==> src/rtl/inst_fetch_pkg.sv <==
// Shared definitions for the instruction fetch unit: default widths,
// fetch-state encoding, PC increment and the prefetch FIFO entry layout.
package inst_fetch_pkg;

  localparam int PC_W    = 32;
  localparam int INST_W  = 32;
  localparam int PC_STEP = 4;

  typedef enum logic {
    FETCH = 1'b0,
    HALT  = 1'b1
  } fetch_state_e;

  typedef struct packed {
    logic [PC_W-1:0]   pc;
    logic [INST_W-1:0] inst;
  } fetch_entry_t;

endpackage

==> src/rtl/fetch_fifo2.sv <==
// Two-entry synchronous FIFO holding fetched {pc, inst} pairs.
// Flush empties it and wins over push/pop. The caller never pushes into a
// full FIFO unless it pops in the same cycle, and never pops an empty one.
module fetch_fifo2 #(
  parameter int DATA_W = 64
) (
  input  logic              clk,
  input  logic              rst,
  input  logic              push_i,
  input  logic              pop_i,
  input  logic              flush_i,
  input  logic [DATA_W-1:0] wdata_i,
  output logic [1:0]        count_o,
  output logic              valid_o,
  output logic [DATA_W-1:0] head_o
);

  logic [DATA_W-1:0] mem_q [2];
  logic              rd_ptr_q;
  logic              wr_ptr_q;
  logic [1:0]        count_q;

  // Pointer and occupancy bookkeeping; flush discards everything, pops included.
  always_ff @(posedge clk) begin
    if (rst) begin
      rd_ptr_q <= 1'b0;
      wr_ptr_q <= 1'b0;
      count_q  <= 2'd0;
    end else if (flush_i) begin
      rd_ptr_q <= 1'b0;
      wr_ptr_q <= 1'b0;
      count_q  <= 2'd0;
    end else begin
      if (push_i) wr_ptr_q <= ~wr_ptr_q;
      if (pop_i)  rd_ptr_q <= ~rd_ptr_q;
      count_q <= count_q + 2'(push_i) - 2'(pop_i);
    end
  end

  // Entry storage; when full with a pop, the write slot is the one being vacated.
  always_ff @(posedge clk) begin
    if (push_i && !flush_i && !rst) mem_q[wr_ptr_q] <= wdata_i;
  end

  assign count_o = count_q;
  assign valid_o = (count_q != 2'd0);
  assign head_o  = valid_o ? mem_q[rd_ptr_q] : '0;

endmodule

==> src/rtl/inst_fetch.sv <==
// Instruction fetch unit: drives the fetch PC to instruction memory, buffers
// {pc, inst} pairs in a 2-entry prefetch FIFO and hands them to decode.
// Optional macro IFU_MISALIGN_TRAP_EN: a misaligned redirect halts fetch and
// raises fetch_trap until reset or a later aligned redirect.
module inst_fetch
  import inst_fetch_pkg::*;
#(
  parameter int                         PC_WIDTH_LENGTH   = PC_W,
  parameter int                         INST_WIDTH_LENGTH = INST_W,
  parameter logic [PC_WIDTH_LENGTH-1:0] RESET_PC          = '0,
  parameter int                         FIFO_DEPTH        = 2
) (
  input  logic                         clk,
  input  logic                         rst,
  output logic [PC_WIDTH_LENGTH-1:0]   mem_pc,
  input  logic [INST_WIDTH_LENGTH-1:0] mem_inst,
  output logic                         id_valid,
  input  logic                         id_ready,
  output logic [INST_WIDTH_LENGTH-1:0] id_inst,
  output logic [PC_WIDTH_LENGTH-1:0]   id_pc,
  input  logic                         redirect_valid,
  input  logic [PC_WIDTH_LENGTH-1:0]   redirect_pc
`ifdef IFU_MISALIGN_TRAP_EN
  ,
  output logic                         fetch_trap
`endif
);

  typedef struct packed {
    logic [PC_WIDTH_LENGTH-1:0]   pc;
    logic [INST_WIDTH_LENGTH-1:0] inst;
  } entry_t;

  localparam int                         ENTRY_W    = PC_WIDTH_LENGTH + INST_WIDTH_LENGTH;
  localparam logic [PC_WIDTH_LENGTH-1:0] ALIGN_MASK = ~PC_WIDTH_LENGTH'(3);
  localparam logic [PC_WIDTH_LENGTH-1:0] RESET_PC_A = RESET_PC & ALIGN_MASK;

  logic [PC_WIDTH_LENGTH-1:0] pc_q, pc_d;
  fetch_state_e               state_q, state_d;
  logic                       pop;
  logic                       push;
  logic [1:0]                 count;
  entry_t                     wentry;
  entry_t                     hentry;

`ifdef IFU_MISALIGN_TRAP_EN
  logic trap_q, trap_d;
  logic misaligned;
  assign misaligned = (redirect_pc[1:0] != 2'b00);
  assign fetch_trap = trap_q;
`endif

  assign mem_pc = pc_q;
  assign pop    = id_valid & id_ready;
  assign push   = (state_q == FETCH) & ((count < 2'd2) | pop) & ~redirect_valid;
  assign wentry = '{pc: pc_q, inst: mem_inst};

  fetch_fifo2 #(
    .DATA_W (ENTRY_W)
  ) u_fifo (
    .clk     (clk),
    .rst     (rst),
    .push_i  (push),
    .pop_i   (pop),
    .flush_i (redirect_valid),
    .wdata_i (wentry),
    .count_o (count),
    .valid_o (id_valid),
    .head_o  (hentry)
  );

  assign id_pc   = hentry.pc;
  assign id_inst = hentry.inst;

  // Next PC/state: a redirect beats everything else, otherwise a push advances the PC.
  always_comb begin
    pc_d    = pc_q;
    state_d = state_q;
`ifdef IFU_MISALIGN_TRAP_EN
    trap_d  = trap_q;
`endif
    if (redirect_valid) begin
      pc_d = redirect_pc & ALIGN_MASK;
`ifdef IFU_MISALIGN_TRAP_EN
      state_d = misaligned ? HALT : FETCH;
      trap_d  = misaligned;
`else
      state_d = FETCH;
`endif
    end else if (push) begin
      pc_d = pc_q + PC_WIDTH_LENGTH'(PC_STEP);
    end
  end

  // PC, state and trap registers with reset to the aligned reset vector.
  always_ff @(posedge clk) begin
    if (rst) begin
      pc_q    <= RESET_PC_A;
      state_q <= FETCH;
`ifdef IFU_MISALIGN_TRAP_EN
      trap_q  <= 1'b0;
`endif
    end else begin
      pc_q    <= pc_d;
      state_q <= state_d;
`ifdef IFU_MISALIGN_TRAP_EN
      trap_q  <= trap_d;
`endif
    end
  end

endmodule
==> config.mk <==
export PLATFORM = sky130hd
export DESIGN_NAME = inst_fetch
export DESIGN_NICKNAME = d
export VERILOG_FILES = /design/src/rtl/inst_fetch_pkg.sv /design/src/rtl/fetch_fifo2.sv /design/src/rtl/inst_fetch.sv
export SDC_FILE = /design/constraint.sdc
export NUM_CORES = 1
export LEC_CHECK = 0
export ABC_AREA = 1
export BUFFER_PORTS_ARGS = -buffer_cell sky130_fd_sc_hd__buf_2
export CORE_MARGIN = 2
export CORE_UTILIZATION = 45
export CTS_CLUSTER_DIAMETER = 50
export DETAILED_ROUTE_END_ITERATION = 16
export PLACE_DENSITY = 0.77
export SYNTH_ARGS = -nofsm -noshare
export SYNTH_HDL_FRONTEND = slang
export SYNTH_SLANG_ARGS = --single-unit
==> constraint.sdc <==
create_clock -name clk -period 8.3 [get_ports clk]
set_clock_uncertainty 0.2 [all_clocks]
set_input_delay 1.66 -clock clk [delete_from_list [all_inputs] [get_ports clk]]
set_output_delay 1.66 -clock clk [all_outputs]
set_load 0.03 [all_outputs]
Yosys cells after proc, flatten, opt, wreduce, memory -nomap -nowiden
Memory sizes are Yosys's and may differ from the RTL's. A register that Yosys moved wholly into a read port is not among the register bits.
Cells that the tools add are included.
{ "classes": {"add_sub_neg": 3, "n_lt_le_gt_ge": 1, "muxes": 7, "bitwise_logic": 6, "n_reduce_logical": 7} }
{ "ops": {"columns": ["operator", "count"], "rows": [
  ["2-to-1 mux 32 bit", 2],
  ["2-to-1 mux 64 bit", 1],
  ["adder 32 x 3 -> 32 bit, second input constant", 1],
  ["2-to-1 mux 1 bit", 4],
  ["nonzero test 2 bit", 2],
  ["NOT 1 bit", 3],
  ["adder 2 x 1 -> 2 bit", 1],
  ["AND 1 bit", 2],
  ["logical AND 1 bit", 2],
  ["zero test 1 bit", 2],
  ["< comparator 2 bit, second input constant", 1],
  ["OR reduction 2 bit", 1],
  ["subtractor 2 x 1 -> 2 bit", 1],
  ["bitwise OR 1 bit", 1]
]} }
{ "totals": {"regBits": 36, "mem_bits_rw": 128, "inputBits": 68, "out_inout_bits": 97, "n_memories": 1} }
{ "memory_table": {"columns": ["memory", "depth", "word_bits", "rd", "rd_clocked_by_memory_dff", "write_ports", "line_no", "source"], "rows": [
  ["u_fifo.mem_q", 2, 64, 1, 1, 1, "fetch_fifo2.sv:18", "logic [DATA_W-1:0] mem_q [2];"]
]} }

Depth between registers and ports, before layout
Gate-level depths: netlist of the first run.
{ "depth": {"depth_word": 8, "ltp_mapped": 10, "mapped_depth_nobuf": 10} }

By module
From an unflattened synthesis of the first run, not the netlist that was laid out.
{ "unflattened": {"cells_unflattened": 725, "area_unflattened_um2": 7213.2} }
{ "by_module_without_submodules": {"columns": ["mod", "n_inst", "cells_per_inst", "area_each_um2", "seq_area_each_um2"], "rows": [
  ["fetch_fifo2", 1, 374, 5058.6, 3943.8],
  ["inst_fetch", 1, 351, 2154.6, 600.6]
]} }

Least setup slack after synthesis of the first run
OpenSTA, ideal clock, no wires.
{ "synth_path": {"path_kind": "input port to flip-flop", "from": "input redirect_valid", "to": "memory u_fifo.mem_q[0][0], enable pin", "setup_time_ns": 0.559, "t_arrival_ns": 6.300, "t_required_ns": 7.541, "path_slack_ns": 1.242, "stages": 4, "cell_sequence": "clkbuf_1 nor2_1 inv_1 nor3_1"} }
{ "synth_via": {"elab_chain_cells": 6, "word_cells_on_any_way": 7, "classes_between": "mux (2); bitwise (2); reduce/logical (3)"} }
{ "synth_rtl": {"columns": ["item", "line_no", "source"], "rows": [
  ["from (decl)", "inst_fetch.sv:21", "input logic redirect_valid,"],
  ["NOT 1 bit", "inst_fetch.sv:55", "assign push = (state_q == FETCH) & ((count < 2'd2) | pop) & ~redirect_valid;"],
  ["AND 1 bit", "inst_fetch.sv:55", null],
  ["logical AND 1 bit * (2 in series)", "fetch_fifo2.sv:42", "if (push_i && !flush_i && !rst) mem_q[wr_ptr_q] <= wdata_i;"],
  ["2-to-1 mux 1 bit *", "fetch_fifo2.sv:42", null],
  ["2-to-1 mux 1 bit (not written as such) *", "fetch_fifo2.sv:42", null],
  ["to (decl)", "fetch_fifo2.sv:18", null]
]} }
Mark *: on every way between the ends. The rest lies on a longest branch, timed or not.

==> metrics.csv, run 1 <==
metric;value;unit
Post-CTS Hold Fix Bufs;0;
post-synthesis mux area share;0;
R2R Path End;u_fifo.mem_q[1][25];
WS Path Type;register to output pin;
Reg2Reg Depth;6;
die area;16400;µm²
Die H;128;µm
Bufs on Longest Clock Path;2;
YS warnings;0;
CTS buffer count;17;
sequential share of the synthesized area;0.639;
Root Driver;clkbuf_16;
maxcap violations;0;
fin area;8380;µm²
Max Freq;0.229;GHz
VDD IR max;137;µV
Hold Startpoint;u_fifo.rd_ptr_q;
Post-Synthesis Cells;727;
Post-Place Worst Slack;4.30;ns
Max-Slew Margin vs Limit;0.272;
average wire per standard cell;14.9;µm
largest family of logic cells by synthesized area;simple AND/OR/NAND/NOR gates;
fill cell count;1338;
Main synth FF type;edfxtp_1;
n_diodes;0;
setup slack after layout;3.93;ns
Async SR Flop Fraction;0;
Synth-to-Final Area Change;21.0;%
leakage power;0.00342;µW
core footprint;15100;µm²
top cells by area, synth;edfxtp_1, nand2_1, dfxtp_1;
Die W;128;µm
vias per cell;5.07;
Startpoint Class;register;
Adder-Cell Fraction of Synth Area;0.00542;
hold depth;1;
Cell Pwr Density;220;nW/µm²
Synth Register Bits;159;
NumNets Final;947;
Post-CTS Resized;0;
gpl congestion;0.830;
GRT overflow;0;
r2r setup slk;5.47;ns
worst hold path type;register to register;
Synth Area in Compound Gates;0.0938;
most frequent cells in the layout;nand2_1, buf_2, edfxtp_1;
total power;1850;µW
antenna violation net count after detailed routing;0;
initial DRC count;396;
crit path DAT;2.51;ns
CTS tree;done;
vias in the first global route;4947;
RSZ-0062 raised after global routing;false;
Pre-antenna DRT Iters;4;
fin. max-slew vios;0;
RR Startpoint;u_fifo.count_o[1];
initial core utilization;0.459;
outcome;complete, no violations;
final core occ;0.555;
Ports;165;
antenna violations before repair;0;
layout cell share with drive strength beyond 1;0.229;
Synth cell types;29;
DRC;0;
Final setup viols;0;
Row Count;45;
Post-CTS Setup Bufs;0;
EDFF count, synth;124;
largest net degree at the start of global routing;65;
gr usage total;0.200;
CTS H-tree lvls;4;
post-DP HPWL;10400;µm
clk_lat worst skew;0.42;ns
buffers added on ports;158;
synthesized area;6920;µm²
Post-Synth Simple-Gate Area;0.204;
Final Cycle Share;0.526;
first-pass GRT wire length;25300;µm
Worst-path clk slew;0.06;ns
# clock sinks;159;
total negative slack;0;ns
worst-path fanout max;63;
cell taking the most area after synthesis;edfxtp_1;
CP endpoint kind;output pin;
top cell type's share of synthesized area;0.538;
WP data required;6.44;ns
minimum clock period;4.37;ns
Avg Synthesized Cell Area;9.52;µm²
instance area at placement;7850;µm²
total routed wirelength;16000;µm
Least-Margin Pin Slew;1.09;ns
final hold vios;0;
Post-Synth XOR/XNOR Area;0.00759;
Via Count;5458;
commonest non-fill, non-tap cell in the layout;nand2_1;
==> stage by stage <==
step / hold slack (ns) / cells
after floorplan: 0.226 / 730
after global placement: 0.230 / 1045
after detailed placement: 0.244 / 1045
after CTS: 0.260 / 1076
after global routing: 0.281 / 1076
final: 0.255 / 1076
==> synth_stat cells, types with 4 or more instances <==
cell type and number:
nor3_1 4, clkbuf_1 26, buf_4 5, o21ai_1 7, nand2_1 249, a31oi_1 11
o21ai_0 14, dfxtp_1 35, inv_1 47, nand3_1 32, nor2_1 53, edfxtp_1 124
a21oi_1 83, o21bai_1 6, buf_2 4
==> how the worst max path moves through the flow <==
stage / start / slack [ns] / to / cells after the start
floorplan: redirect_valid / 1.24 / u_fifo.mem_q[0][0] / 4
finish: register / 3.93 / id_pc[24] / 5
global route: register / 3.63 / id_pc[24] / 5
detailed placement: rst / 4.30 / u_fifo.mem_q[0][29] / 5
global placement: rst / 4.32 / u_fifo.mem_q[0][25] / 5
CTS: register / 3.85 / id_pc[24] / 5
==> state kept, by name, indices dropped and copies added (netlist names), named ones only <==
| name | count |
|---|---|
| u_fifo.mem_q | 124 |
| mem_pc | 30 |
| u_fifo.count_o | 2 |
| u_fifo.rd_ptr_q | 1 |
| u_fifo.wr_ptr_q | 1 |
==> report_power, final <==
part	switching [µW]	internal, µW	leakage, µW	total, µW
registers	27.5	897	0.00144	924
logic	160	62.1	0.00174	222
clock network	295	405	0.000250	699
==> worst max-delay path, cell delays in order (launching register included) <==
cell     delay (ns)
dfxtp_2        0.31
buf_4          0.33
inv_2          0.89
nand2_1        0.10
a21oi_1        0.21
buf_2          0.23
==> metal layers <==
| layer | up-vias | global-route usage | routed length (µm) |
|---|---|---|---|
| met4 | 0 | 0.0627 | 164 |
| li1 | 2727 | - | - |
| met5 | - | 0 | 0 |
| met1 | 2536 | 0.264 | 7120 |
| met3 | 12 | 0.0434 | 946 |
| met2 | 183 | 0.333 | 7800 |
==> cell families (layout without fill, tap and decap cells) <==
group / Yosys count / after routing
xor gates and xnor gates: 6 / 6
adders and majority gates: 3 / 3
DFF: 159 / 159
AOI/OAI and AO/OA: 123 / 123
and+or+nand+nor: 350 / 350
buffers and inverters: 85 / 243
other: 1 / 4
==> area by class of cell <==
class / instances / area, µm² / area share
Multi-Input combinational cell: 486 / 2180 / 0.260
Inverter: 49 / 184 / 0.0220
Sequential cell: 159 / 4430 / 0.528
Timing Repair Buffer: 163 / 828 / 0.0989
Tap cell: 188 / 235 / 0.0281
Clock buffer: 18 / 429 / 0.0512
Clock inverter: 13 / 100 / 0.0119
Power figures use the tool's default switching activity.
==> run 2, diff against run 1 <==
- PLACE_DENSITY: 0.77 -> 0.8
- clock period: 8.3 -> 3.9 ns (I/O delays scaled with it)
==> metrics.csv, run 2 (synthesized netlist as in run 1, its figures left out) <==
metric;value;unit
outcome;complete, no violations;
gr usage total;0.200;
fin. max-slew vios;0;
GRT overflow;0;
initial core utilization;0.459;
Die W;128;µm
antenna violations before repair;0;
RSZ-0062 raised after global routing;false;
largest net degree at the start of global routing;63;
Bufs on Longest Clock Path;2;
Startpoint Class;register;
Crit path buffers/inverters;3;
first-pass GRT wire length;25200;µm
VDD IR max;305;µV
Final Cycle Share;0.777;
Via Count;5497;
initial DRC count;411;
worst hold path type;register to register;
n_diodes;0;
GRT Max-Usage Layer;met2;
Post-CTS Hold Fix Bufs;0;
total routed wirelength;16200;µm
Row Count;45;
delay-heaviest family, CP;buffers and inverters;
final hold vios;0;
WP data required;2.92;ns
Die H;128;µm
Ports;165;
WS Path Type;register to output pin;
Worst-path clk slew;0.06;ns
Max-Slew Margin vs Limit;0.531;
CTS tree;done;
Synth-to-Final Area Change;22.0;%
CTS H-tree lvls;4;
vias in the first global route;4954;
Root Driver;clkbuf_16;
crit-path cells;inv_2, buf_4, nand2_1, a21oi_1, buf_2;
core footprint;15100;µm²
DRC;0;
# clock sinks;159;
NumNets Final;950;
buffers added on ports;158;
CTS buffer count;17;
gpl congestion;0.826;
CP endpoint kind;output pin;
worst-path fanout max;43;
leakage power;0.00347;µW
Final setup viols;0;
CP max stage cell;buf_4;
final core occ;0.560;
CP peak stage delay;0.48;ns
max FFs per register;124;
post-DP HPWL;10600;µm
Post-CTS Setup Bufs;0;
Biggest register;u_fifo.mem_q;
most frequent cells in the layout;nand2_1, buf_2, edfxtp_1;
Pre-antenna DRT Iters;5;
commonest non-fill, non-tap cell in the layout;nand2_1;
vias per cell;5.09;
maxcap violations;0;
layout cell share with drive strength beyond 1;0.233;
Cell Pwr Density;470;nW/µm²
Post-CTS Resized;0;
total negative slack;0;ns
total power;3970;µW
die area;16400;µm²
Max Freq;0.330;GHz
crit path DAT;2.05;ns
antenna violation net count after detailed routing;0;
routing usage on met2;0.327;
Least-Margin Pin Slew;0.703;ns
met1 usage;0.264;
average wire per standard cell;15.0;µm
minimum clock period;3.03;ns
clk_lat worst skew;0.43;ns
grt met3 use;0.0518;
[run 2: cell types whose count changed in the layout (fill, tap and decap cells not counted)]
| cell | previous run | this run |
|---|---|---|
| buf_4 | 5 | 7 |
| bufinv_16 | 1 | 0 |
| clkbuf_16 | 17 | 18 |
| buf_12 | 0 | 1 |
| clkbuf_8 | 0 | 2 |
| clkinv_4 | 1 | 2 |
| clkbuf_1 | 1 | 3 |
| inv_4 | 0 | 2 |
| nor3_4 | 0 | 2 |
| clkinv_1 | 3 | 0 |
| clkinvlp_4 | 4 | 1 |
| nor3_2 | 2 | 0 |
[run 2: stage by stage]
stage / setup slack (ns) / hold WS, ns / cell area, µm² / instances
CTS: 0.817 / 0.253 / 8440 / 1080
floorplan: -0.371 / 0.226 / 6940 / 730
finish: 0.871 / 0.249 / 8440 / 1080
detailed placement: 0.942 / 0.239 / 7900 / 1048
global route: 0.713 / 0.273 / 8440 / 1080
global placement: 0.973 / 0.232 / 7900 / 1048
[run 2: routing by layer]
layer | vias to the layer above | share of wire
li1 | 2732 | -
met1 | 2531 | 0.44
met2 | 216 | 0.48
met3 | 18 | 0.071
met4 | 0 | 0.012
met5 | - | 0
[run 2: final timing paths]
path                          start          to  slack, ns  cells after the start
setup / recovery           register   id_pc[24]       0.87                      5
hold / removal      u_fifo.rd_ptr_q    register       0.25                      1
hold reg to reg     u_fifo.rd_ptr_q    register       0.25                      1
setup reg to reg  u_fifo.count_o[1]  mem_pc[15]       1.44                      9
[run 2: worst register-to-register path, delay by kind of cell (launching register included)]
| family | cells | cell delay, ns |
|---|---|---|
| compound gates | 1 | 0.13 |
| buf+inv | 2 | 0.42 |
| flops | 1 | 0.35 |
| simple gates | 6 | 1.29 |
[run 2: cell type report]
type	count	area (µm²)
fillers	1311	6650
flip-flops and latches	159	4430
multi-input cells	486	2190
repair buffers	166	863
clock buffers	23	489
well taps	188	235
inverters	49	184
clock inverters	9	57.6
[run 2: power breakdown]
group / switching (µW) / total (µW) / internal, µW
clock network: 635 / 1520 / 882
registers: 58.9 / 1970 / 1910
logic: 344 / 481 / 137
total: 1040 / 3970 / 2930
